File: config.mk
export PLATFORM = sky130hd
export DESIGN_NAME = trace_cmd_feeder
export DESIGN_NICKNAME = d
export VERILOG_FILES = /design/src/rtl/trace_cmd_feeder.sv
export SDC_FILE = /design/constraint.sdc
export NUM_CORES = 1
export LEC_CHECK = 0
export CAP_MARGIN = 20
export CORE_MARGIN = 3
export CORE_UTILIZATION = 58
export CTS_BUF_LIST = sky130_fd_sc_hd__clkbuf_4 sky130_fd_sc_hd__clkbuf_8
export DETAILED_ROUTE_END_ITERATION = 10
export PLACE_DENSITY = 0.84
export SYNTH_ARGS = -nofsm -noshare
export SYNTH_HDL_FRONTEND = slang
export SYNTH_SLANG_ARGS = --single-unit
File: constraint.sdc
create_clock -name clk -period 6.2 [get_ports clk]
set_input_delay 1.55 -clock clk [delete_from_list [all_inputs] [get_ports clk]]
set_output_delay 1.55 -clock clk [all_outputs]
set_load 0.02 [all_outputs]
File: src/rtl/trace_cmd_feeder.sv
// trace_cmd_feeder
// Front end of the cache model: converts raw trace records into cache
// commands, drops illegal trace codes, buffers legal commands in a small
// first-word-fall-through FIFO and hands them to the cache over a
// valid/ready handshake. Signals done once end-of-trace has been seen and
// every buffered command has been consumed.
module trace_cmd_feeder #(
    parameter int DEPTH  = 4,   // FIFO entries, power of two, >= 2
    parameter int ADDR_W = 32,  // address width
    parameter int CNT_W  = 32   // statistics counter width
) (
    input  logic              clk,
    input  logic              rst_n,
    input  logic              in_valid,
    output logic              in_ready,
    input  logic [3:0]        in_code,
    input  logic [ADDR_W-1:0] in_addr,
    input  logic              in_eof,
    output logic              out_valid,
    input  logic              out_ready,
    output logic [2:0]        out_cmd,
    output logic [ADDR_W-1:0] out_addr,
    output logic [CNT_W-1:0]  rec_cnt,
    output logic [CNT_W-1:0]  bad_cnt,
    output logic              done
);

    localparam int PW = $clog2(DEPTH);
    localparam int CW = PW + 1;
    localparam logic [CW-1:0] DEPTH_C = CW'(DEPTH);

    typedef enum logic [1:0] {
        ST_RUN,
        ST_DRAIN,
        ST_DONE
    } state_t;

    typedef enum logic [2:0] {
        CMD_READ       = 3'd0,
        CMD_WRITE      = 3'd1,
        CMD_I_FETCH    = 3'd2,
        CMD_L2_INVAL   = 3'd3,
        CMD_L2_DATA_RQ = 3'd4,
        CMD_CLR        = 3'd5,
        CMD_PRINT      = 3'd6
    } cmd_t;

    typedef struct packed {
        cmd_t              cmd;
        logic [ADDR_W-1:0] addr;
    } entry_t;

    entry_t        mem [DEPTH];
    entry_t        last_q;
    logic [PW-1:0] wr_ptr;
    logic [PW-1:0] rd_ptr;
    logic [CW-1:0] count;
    logic [CW-1:0] count_next;
    state_t        state;
    state_t        state_next;
    logic          live_q;
    logic          legal;
    cmd_t          in_cmd;
    logic          accept;
    logic          push;
    logic          bad;
    logic          pop;

    // Trace code to cache command translation; unmapped codes are illegal.
    // NOTE: every always_comb output gets a default first so no path can
    // leave it unassigned and infer a latch.
    always_comb begin
        legal  = 1'b1;
        in_cmd = CMD_READ;
        case (in_code)
            4'd0:    in_cmd = CMD_READ;
            4'd1:    in_cmd = CMD_WRITE;
            4'd2:    in_cmd = CMD_I_FETCH;
            4'd3:    in_cmd = CMD_L2_INVAL;
            4'd4:    in_cmd = CMD_L2_DATA_RQ;
            4'd8:    in_cmd = CMD_CLR;
            4'd9:    in_cmd = CMD_PRINT;
            default: legal  = 1'b0;
        endcase
    end

    // Handshake decode. in_ready depends only on registered state, so a pop
    // in the same cycle never opens a slot in a full FIFO. live_q holds
    // in_ready low through reset and until the first edge after release.
    assign in_ready  = live_q && (state == ST_RUN) && (count < DEPTH_C);
    assign accept    = in_valid && in_ready;
    assign push      = accept && legal;
    assign bad       = accept && !legal;
    assign out_valid = (count != '0);
    assign pop       = out_valid && out_ready;
    assign done      = (state == ST_DONE);

    // Head of the FIFO falls through while valid; otherwise the last popped
    // command stays on the bus (zero after reset).
    assign out_cmd  = out_valid ? mem[rd_ptr].cmd  : last_q.cmd;
    assign out_addr = out_valid ? mem[rd_ptr].addr : last_q.addr;

    // Occupancy after this cycle's push/pop.
    always_comb begin
        count_next = count;
        case ({push, pop})
            2'b10:   count_next = count + CW'(1);
            2'b01:   count_next = count - CW'(1);
            default: count_next = count;
        endcase
    end

    // FIFO storage.
    // NOTE: the entry array has no reset; a slot is only ever read after it
    // has been written, and out_cmd/out_addr come from last_q when empty.
    always_ff @(posedge clk) begin
        if (push) begin
            mem[wr_ptr] <= '{cmd: in_cmd, addr: in_addr};
        end
    end

    // Pointers, occupancy, last-popped holding register and the reset gate.
    // NOTE: sequential state uses non-blocking assignments so every flop
    // samples pre-edge values regardless of statement order.
    always_ff @(posedge clk or negedge rst_n) begin
        if (!rst_n) begin
            wr_ptr <= '0;
            rd_ptr <= '0;
            count  <= '0;
            last_q <= '0;
            live_q <= 1'b0;
        end else begin
            live_q <= 1'b1;
            count  <= count_next;
            if (push) begin
                wr_ptr <= wr_ptr + PW'(1);
            end
            if (pop) begin
                rd_ptr <= rd_ptr + PW'(1);
                last_q <= mem[rd_ptr];
            end
        end
    end

    // Saturating statistics for accepted legal and dropped illegal records.
    always_ff @(posedge clk or negedge rst_n) begin
        if (!rst_n) begin
            rec_cnt <= '0;
            bad_cnt <= '0;
        end else begin
            if (push && (rec_cnt != '1)) begin
                rec_cnt <= rec_cnt + CNT_W'(1);
            end
            if (bad && (bad_cnt != '1)) begin
                bad_cnt <= bad_cnt + CNT_W'(1);
            end
        end
    end

    // End-of-trace state register.
    always_ff @(posedge clk or negedge rst_n) begin
        if (!rst_n) begin
            state <= ST_RUN;
        end else begin
            state <= state_next;
        end
    end

    // End-of-trace next state: stop intake on eof, finish once empty.
    always_comb begin
        state_next = state;
        case (state)
            ST_RUN: begin
                if (in_eof) begin
                    state_next = ST_DRAIN;
                end
            end
            ST_DRAIN: begin
                if (count_next == '0) begin
                    state_next = ST_DONE;
                end
            end
            ST_DONE:  state_next = ST_DONE;
            default:  state_next = ST_RUN;
        endcase
    end

endmodule
==> results.toml, run 1 <==
[placed_design]
dp_slack_ns = 1.37
dp_hpwl_um = 13600
globalplace.congestion = 0.830
dpl_cell_area_um2 = 12200
portBuffers = 142

[setup_path]
r2r_cells = 10
endpoint = "out_addr[11]"
critPathCaptureType = "output pin"
start_kind = "flop"
critPathMaxFanout = 24
startpoint = "rd_ptr[0]$_DFFE_PN0P_"
crit_required_ns = 4.65
r2r-start = "count[2]$_DFF_PN0_"
cp.arrival_ns = 3.23
reg2reg_slack_ns = 2.64
path_class = "flop to output pin"
r2r_end = "state[0]$_DFFE_PN0P_"

[synth]
yosys_warnings = 0
yosys.area.top_type = "edfxtp_1"
ys_seq_elements = 249
ys_seq_area_share_pct = 65.6
synthMuxAreaShare_pct = 16.2
netlist_area_um2 = 10600
synthAdderAreaFrac_pct = 1.49
synth_nets = 721
synth_top_family_by_area = "multiplexers"
synth-edff-count = 140
ys.flop_type = "edfxtp_1"
yosys.cell_types.count = 46
synth.area.top_cells = "edfxtp_1, dfrtp_1, mux2_2"
netlist_instances = 668
syn_area_per_cell_um2 = 15.8
netlist.area_leader.share_pct = 39.8
synth-compound-area-share_pct = 0.995
synthXorXnorAreaFrac_pct = 5.06
async_reset_ff_share_pct = 43.8
synthSimpleGateAreaFrac_pct = 9.19

[floorplanning]
die_h_um = 141
dieArea_um2 = 19900
num_rows = 48
die_w_um = 141
core_um2 = 17500
ioPinCount = 143
start_util_pct = 60.2

[power_and_ir_drop]
clockPowerShare_pct = 26.0
power.switching_uw = 1530
p_per_area_nw_per_um2 = 391
sw_frac_of_total_pct = 30.2
peakVddDrop_mv = 0.292
fin_total_pwr_uw = 5070
p_comb_share_pct = 31.8
p_int_uw = 3530
p_leak_uw = 0.00486
seqPwrFrac_pct = 42.3

[run]
drv_cap = 0

[sta]
hold_violations = 0
relSlewSlack_pct = 35.7
finalSetupViolCount = 0
rsz0062_at_grt = "false"
fin_skew_ns = 0.0161
post-route-period-util_pct = 77.1
setup_tns_ns = 0
final.setup.worst_slack_ns = 1.42
fin_crit_ns = 4.78
finalMaxSlewViolations = 0
tightest_slew_ns = 0.964
fmax_mhz = 209

[outcome]
status = "completed"

[clock_tree]
insertion_delay_ns = 0.52
cts_buffers = 40
cts-root-buf = "clkbuf_8"
hold_buffers = 0
h-tree-depth = 2
cts_resized = 0
clockBufferDepth = 3
clk_pin_slew_ns = 0.06
cts_tree = "done"
cts_setup_buffers = 0
cts.sinks = 249

[global_route]
grt_pass1_vias = 6832
grt_start_max_net_pins = 63
grtUsageTotal_pct = 22.2
antenna_found_initial = 0
grt_pass1_wl_um = 35000
overflow = 0

[drt]
final_antenna_net_count = 0
drt_iter0_drc = 374
wl_per_cell_um = 19.7
vias_per_cell = 5.77
routed_wl_um = 21400
drc = 0
drt_first_pass_iters = 5
vias = 6290

[worst_hold_path]
hold_start = "rec_cnt[10]$_DFFE_PN0P_"
hold_path.class = "flop to flop"

[layout]
syn2layout_area_growth_pct = 22.7
antenna_cells = 0
final_area_um2 = 13000
layout.nets = 886
nFillCells = 1084
drive_above_1_share_pct = 22.7
routing by layer:
| metal | wire [um] | global-route usage (%) |
|---|---|---|
| met1 | 8910 | 28.8 |
| met2 | 10700 | 37.7 |
| met3 | 1470 | 5.53 |
| met4 | 356 | 6.27 |
| met5 | 0 | 0 |
worst max-delay path, stage by stage, from the launching register on:
cell and delay (ns):
dfrtp_2 0.91, buf_4 0.41, mux4_2 0.55, mux2_2 0.28
clkdlybuf4s50_1 0.54
flip-flops by register name, indices dropped and copies added (netlist names):
signal / cells
live_q: 1
count: 3
rec_cnt: 32
wr_ptr: 2
state: 2
bad_cnt: 32
rd_ptr: 2
mem: 140
last_q: 35
layout make-up:
cell class	count	area (um2)	area share, %
sequential	249	6930	53.5
multi-input combinational	382	3490	26.9
timing repair buffer	146	1450	11.2
clock buffer	51	652	5.03
tap	225	282	2.17
clock inverter	23	108	0.830
inverter	14	52.6	0.405
stage by stage:
stage,instances,util (%),hold slack [ns]
after detailed placement,1016,69.6,0.481
after global routing,1090,73.9,0.508
after floorplan,668,-,0.477
after global placement,1016,69.6,0.480
final,1090,73.9,0.499
after CTS,1090,73.9,0.495
worst min-delay path by stage:
stage | end | slack [ns] | depth (start not counted)
CTS | rec_cnt[10]$_DFFE_PN0P_ | 0.50 | 1
floorplan | last_q[0]$_DFFE_PN0P_ | 0.48 | 1
detailed placement | rec_cnt[10]$_DFFE_PN0P_ | 0.48 | 1
global route | rec_cnt[10]$_DFFE_PN0P_ | 0.51 | 1
global placement | rec_cnt[10]$_DFFE_PN0P_ | 0.48 | 1
finish | rec_cnt[10]$_DFFE_PN0P_ | 0.50 | 1
power by group through the flow:
stage	logic, uW	registers [uW]	clock network [uW]
after floorplan	1110	2060	0
after global placement	1570	2160	0
final	1610	2140	1320
after CTS	1630	2150	1350
after global routing	1720	2180	1440
after detailed placement	1620	2180	0
placed cells by master, fill, tap and decap left out, types with 14 or more instances in the layout:
master / count
and3_1: 14
clkbuf_8: 43
clkdlybuf4s50_1: 141
dfrtp_1: 107
edfxtp_1: 140
inv_1: 14
mux2_2: 78
mux4_2: 35
nand2_1: 27
nand3_1: 40
nand4_1: 24
nor2_1: 21
xnor2_1: 45
xor2_1: 16
cell usage after synthesis, drive strengths merged (3+ instances only):
cell / n
and2: 8
nor2: 21
o21ai: 4
clkbuf: 10
xnor2: 45
and3: 14
mux2: 79
xor2: 16
nand3: 40
or3: 3
nor4: 8
buf: 13
mux2i: 3
nand2: 27
ha: 11
and4: 6
nand4: 26
edfxtp: 140
nor3: 13
mux4: 35
inv: 14
dfrtp: 109
cell families (layout without fill, tap and decap cells):
logic type | after synthesis | after routing
mux | 117 | 117
simple gates | 176 | 176
xor+xnor | 61 | 61
flops | 249 | 249
fa+ha+maj | 12 | 12
other cells | 1 | 1
compound gates | 15 | 15
buf+inv | 37 | 234
No activity file was read; power rests on OpenSTA's default activity.
==> run 2: changes to the inputs <==
--- a/config.mk
+++ b/config.mk
@@ -7,10 +7,10 @@
 export LEC_CHECK = 0
 export CAP_MARGIN = 20
 export CORE_MARGIN = 3
-export CORE_UTILIZATION = 58
+export CORE_UTILIZATION = 57
 export CTS_BUF_LIST = sky130_fd_sc_hd__clkbuf_4 sky130_fd_sc_hd__clkbuf_8
 export DETAILED_ROUTE_END_ITERATION = 10
-export PLACE_DENSITY = 0.84
+export PLACE_DENSITY = 0.82
 export SYNTH_ARGS = -nofsm -noshare
 export SYNTH_HDL_FRONTEND = slang
 export SYNTH_SLANG_ARGS = --single-unit
==> constraint.sdc (replaced) <==
create_clock -name clk -period 4.8 [get_ports clk]
set_input_delay 1.2 -clock clk [delete_from_list [all_inputs] [get_ports clk]]
set_output_delay 1.2 -clock clk [all_outputs]
set_load 0.02 [all_outputs]
==> run 2 against run 1 <==
Against the previous run:
- first-iteration DRC count rose by 7.8%
- total power rose by 32%
- final cell count rose by 1.1%
- flip-flop and latch count did not move
- count of clock-buffer cells in the layout rose by 5
- clock skew rose by 0.0025 ns
- global-route usage rose by 0.21 points
- via count rose by 2.3%
- largest power group unchanged
==> results.toml, run 2 (synthesis gave the netlist of run 1 again) <==
[sta]
fmax_mhz = 241
setup_tns_ns = 0
fin_skew_ns = 0.0186
post-route-period-util_pct = 86.6
hold_violations = 0
fin_crit_ns = 4.16
finalMaxSlewViolations = 0
rsz0062_at_grt = "false"
relSlewSlack_pct = 33.2
finalSetupViolCount = 0
tightest_slew_ns = 1.00

[global_route]
grt_pass1_wl_um = 35800
grt_pass1_vias = 6918
antenna_found_initial = 0
grt_start_max_net_pins = 56
overflow = 0
grtUsageTotal_pct = 22.4

[drt]
final_antenna_net_count = 0
vias_per_cell = 5.84
wl_per_cell_um = 20.1
routed_wl_um = 22100
drt_iter0_drc = 403
vias = 6435
drc = 0
drt_first_pass_iters = 5

[setup_path]
startpoint = "count[2]$_DFF_PN0_"
r2r_end = "state[0]$_DFFE_PN0P_"
r2r-start = "count[2]$_DFF_PN0_"
r2r_cells = 10
path_class = "flop to output pin"
endpoint = "out_addr[25]"
start_kind = "flop"
reg2reg_slack_ns = 1.29
cp.arrival_ns = 2.96
critPathMaxFanout = 37
critPathCaptureType = "output pin"
crit_required_ns = 3.60

[clock_tree]
cts_tree = "done"
cts-root-buf = "clkbuf_8"
h-tree-depth = 2
insertion_delay_ns = 0.54
cts.sinks = 249
cts_setup_buffers = 0
clk_pin_slew_ns = 0.06
hold_buffers = 0
clockBufferDepth = 3
cts_buffers = 41
cts_resized = 0

[placed_design]
dp_hpwl_um = 14000
dpl_cell_area_um2 = 12300
globalplace.congestion = 0.868
portBuffers = 142

[run]
drv_cap = 0

[power_and_ir_drop]
fin_total_pwr_uw = 6690
p_per_area_nw_per_um2 = 511
p_leak_uw = 0.00492
seqPwrFrac_pct = 40.9
p_int_uw = 4680
peakVddDrop_mv = 0.286
power.switching_uw = 2010
clockPowerShare_pct = 27.1
sw_frac_of_total_pct = 30.1
p_comb_share_pct = 32.0

[floorplanning]
ioPinCount = 143
start_util_pct = 58.4
die_h_um = 142
die_w_um = 142
dieArea_um2 = 20200
core_um2 = 18100
num_rows = 49

[worst_hold_path]
hold_path.class = "flop to flop"

[layout]
final_area_um2 = 13100
largest_reg_flops = 140
layout.nets = 894
nFillCells = 1157
regArea_um2 = 6930
syn2layout_area_growth_pct = 23.9
multi_input_area_um2 = 3490
antenna_cells = 0
layout_common_cells = "clkdlybuf4s50_1, edfxtp_1, dfrtp_1"
drive_above_1_share_pct = 23.6
top_regs = "mem (140), last_q (35)"
fin_util_pct = 72.4
layout_commonest_cell = "clkdlybuf4s50_1"
top_register = "mem"

[outcome]
status = "completed"
==> run 2: stage by stage <==
| stage | worst slack (ns) | cells | hold WS (ns) |
|---|---|---|---|
| final | 0.643 | 1102 | 0.494 |
| after global routing | 0.551 | 1102 | 0.513 |
| after CTS | 0.618 | 1102 | 0.498 |
| after detailed placement | 0.597 | 1027 | 0.483 |
| after global placement | 0.753 | 1027 | 0.482 |
| after floorplan | 1.30 | 668 | 0.477 |
==> run 2: area by class of cell <==
class / count / share of cell area, %
Sequential cell: 249 / 53.0
Multi-Input combinational cell: 382 / 26.6
Timing Repair Buffer: 153 / 11.6
Clock buffer: 56 / 5.31
Tap cell: 229 / 2.19
Clock inverter: 19 / 0.908
Inverter: 14 / 0.401
==> run 2: worst max-delay path: stages, from the launching register on <==
cell             delay (ns)
dfrtp_1                0.45
or3_2                  0.92
mux2_2                 0.40
clkdlybuf4s50_1        0.63
==> run 2: metal layers <==
| metal | vias up | part of all wire (%) | global-route usage [%] | routed length (um) |
|---|---|---|---|---|
| met3 | 49 | 7.7 | 5.34 | 1700 |
| met1 | 3256 | 41 | 29.6 | 9050 |
| met4 | 0 | 2.4 | 8.18 | 537 |
| li1 | 2879 | - | - | - |
| met5 | - | 0 | 0 | 0 |
| met2 | 251 | 49 | 36.7 | 10900 |
==> run 2: worst min path at each step <==
stage | from | cells past startpoint | slack [ns] | to
6_report | rec_cnt[31]$_DFFE_PN0P_ | 1 | 0.49 | rec_cnt[31]$_DFFE_PN0P_
5_1_grt | bad_cnt[17]$_DFFE_PN0P_ | 1 | 0.51 | bad_cnt[17]$_DFFE_PN0P_
4_1_cts | rec_cnt[31]$_DFFE_PN0P_ | 1 | 0.50 | rec_cnt[31]$_DFFE_PN0P_
3_5_place_dp | rec_cnt[31]$_DFFE_PN0P_ | 1 | 0.48 | rec_cnt[31]$_DFFE_PN0P_
3_3_place_gp | rec_cnt[10]$_DFFE_PN0P_ | 1 | 0.48 | rec_cnt[10]$_DFFE_PN0P_
2_1_floorplan | last_q[0]$_DFFE_PN0P_ | 1 | 0.48 | last_q[0]$_DFFE_PN0P_
==> run 2: power groups by stage <==
stage | combinational [uW] | clock [uW] | sequential, uW
6_report | 2140 | 1810 | 2730
5_1_grt | 2290 | 1960 | 2770
4_1_cts | 2170 | 1860 | 2740
3_5_place_dp | 2160 | 0 | 2780
3_3_place_gp | 2090 | 0 | 2750
2_1_floorplan | 1430 | 0 | 2660
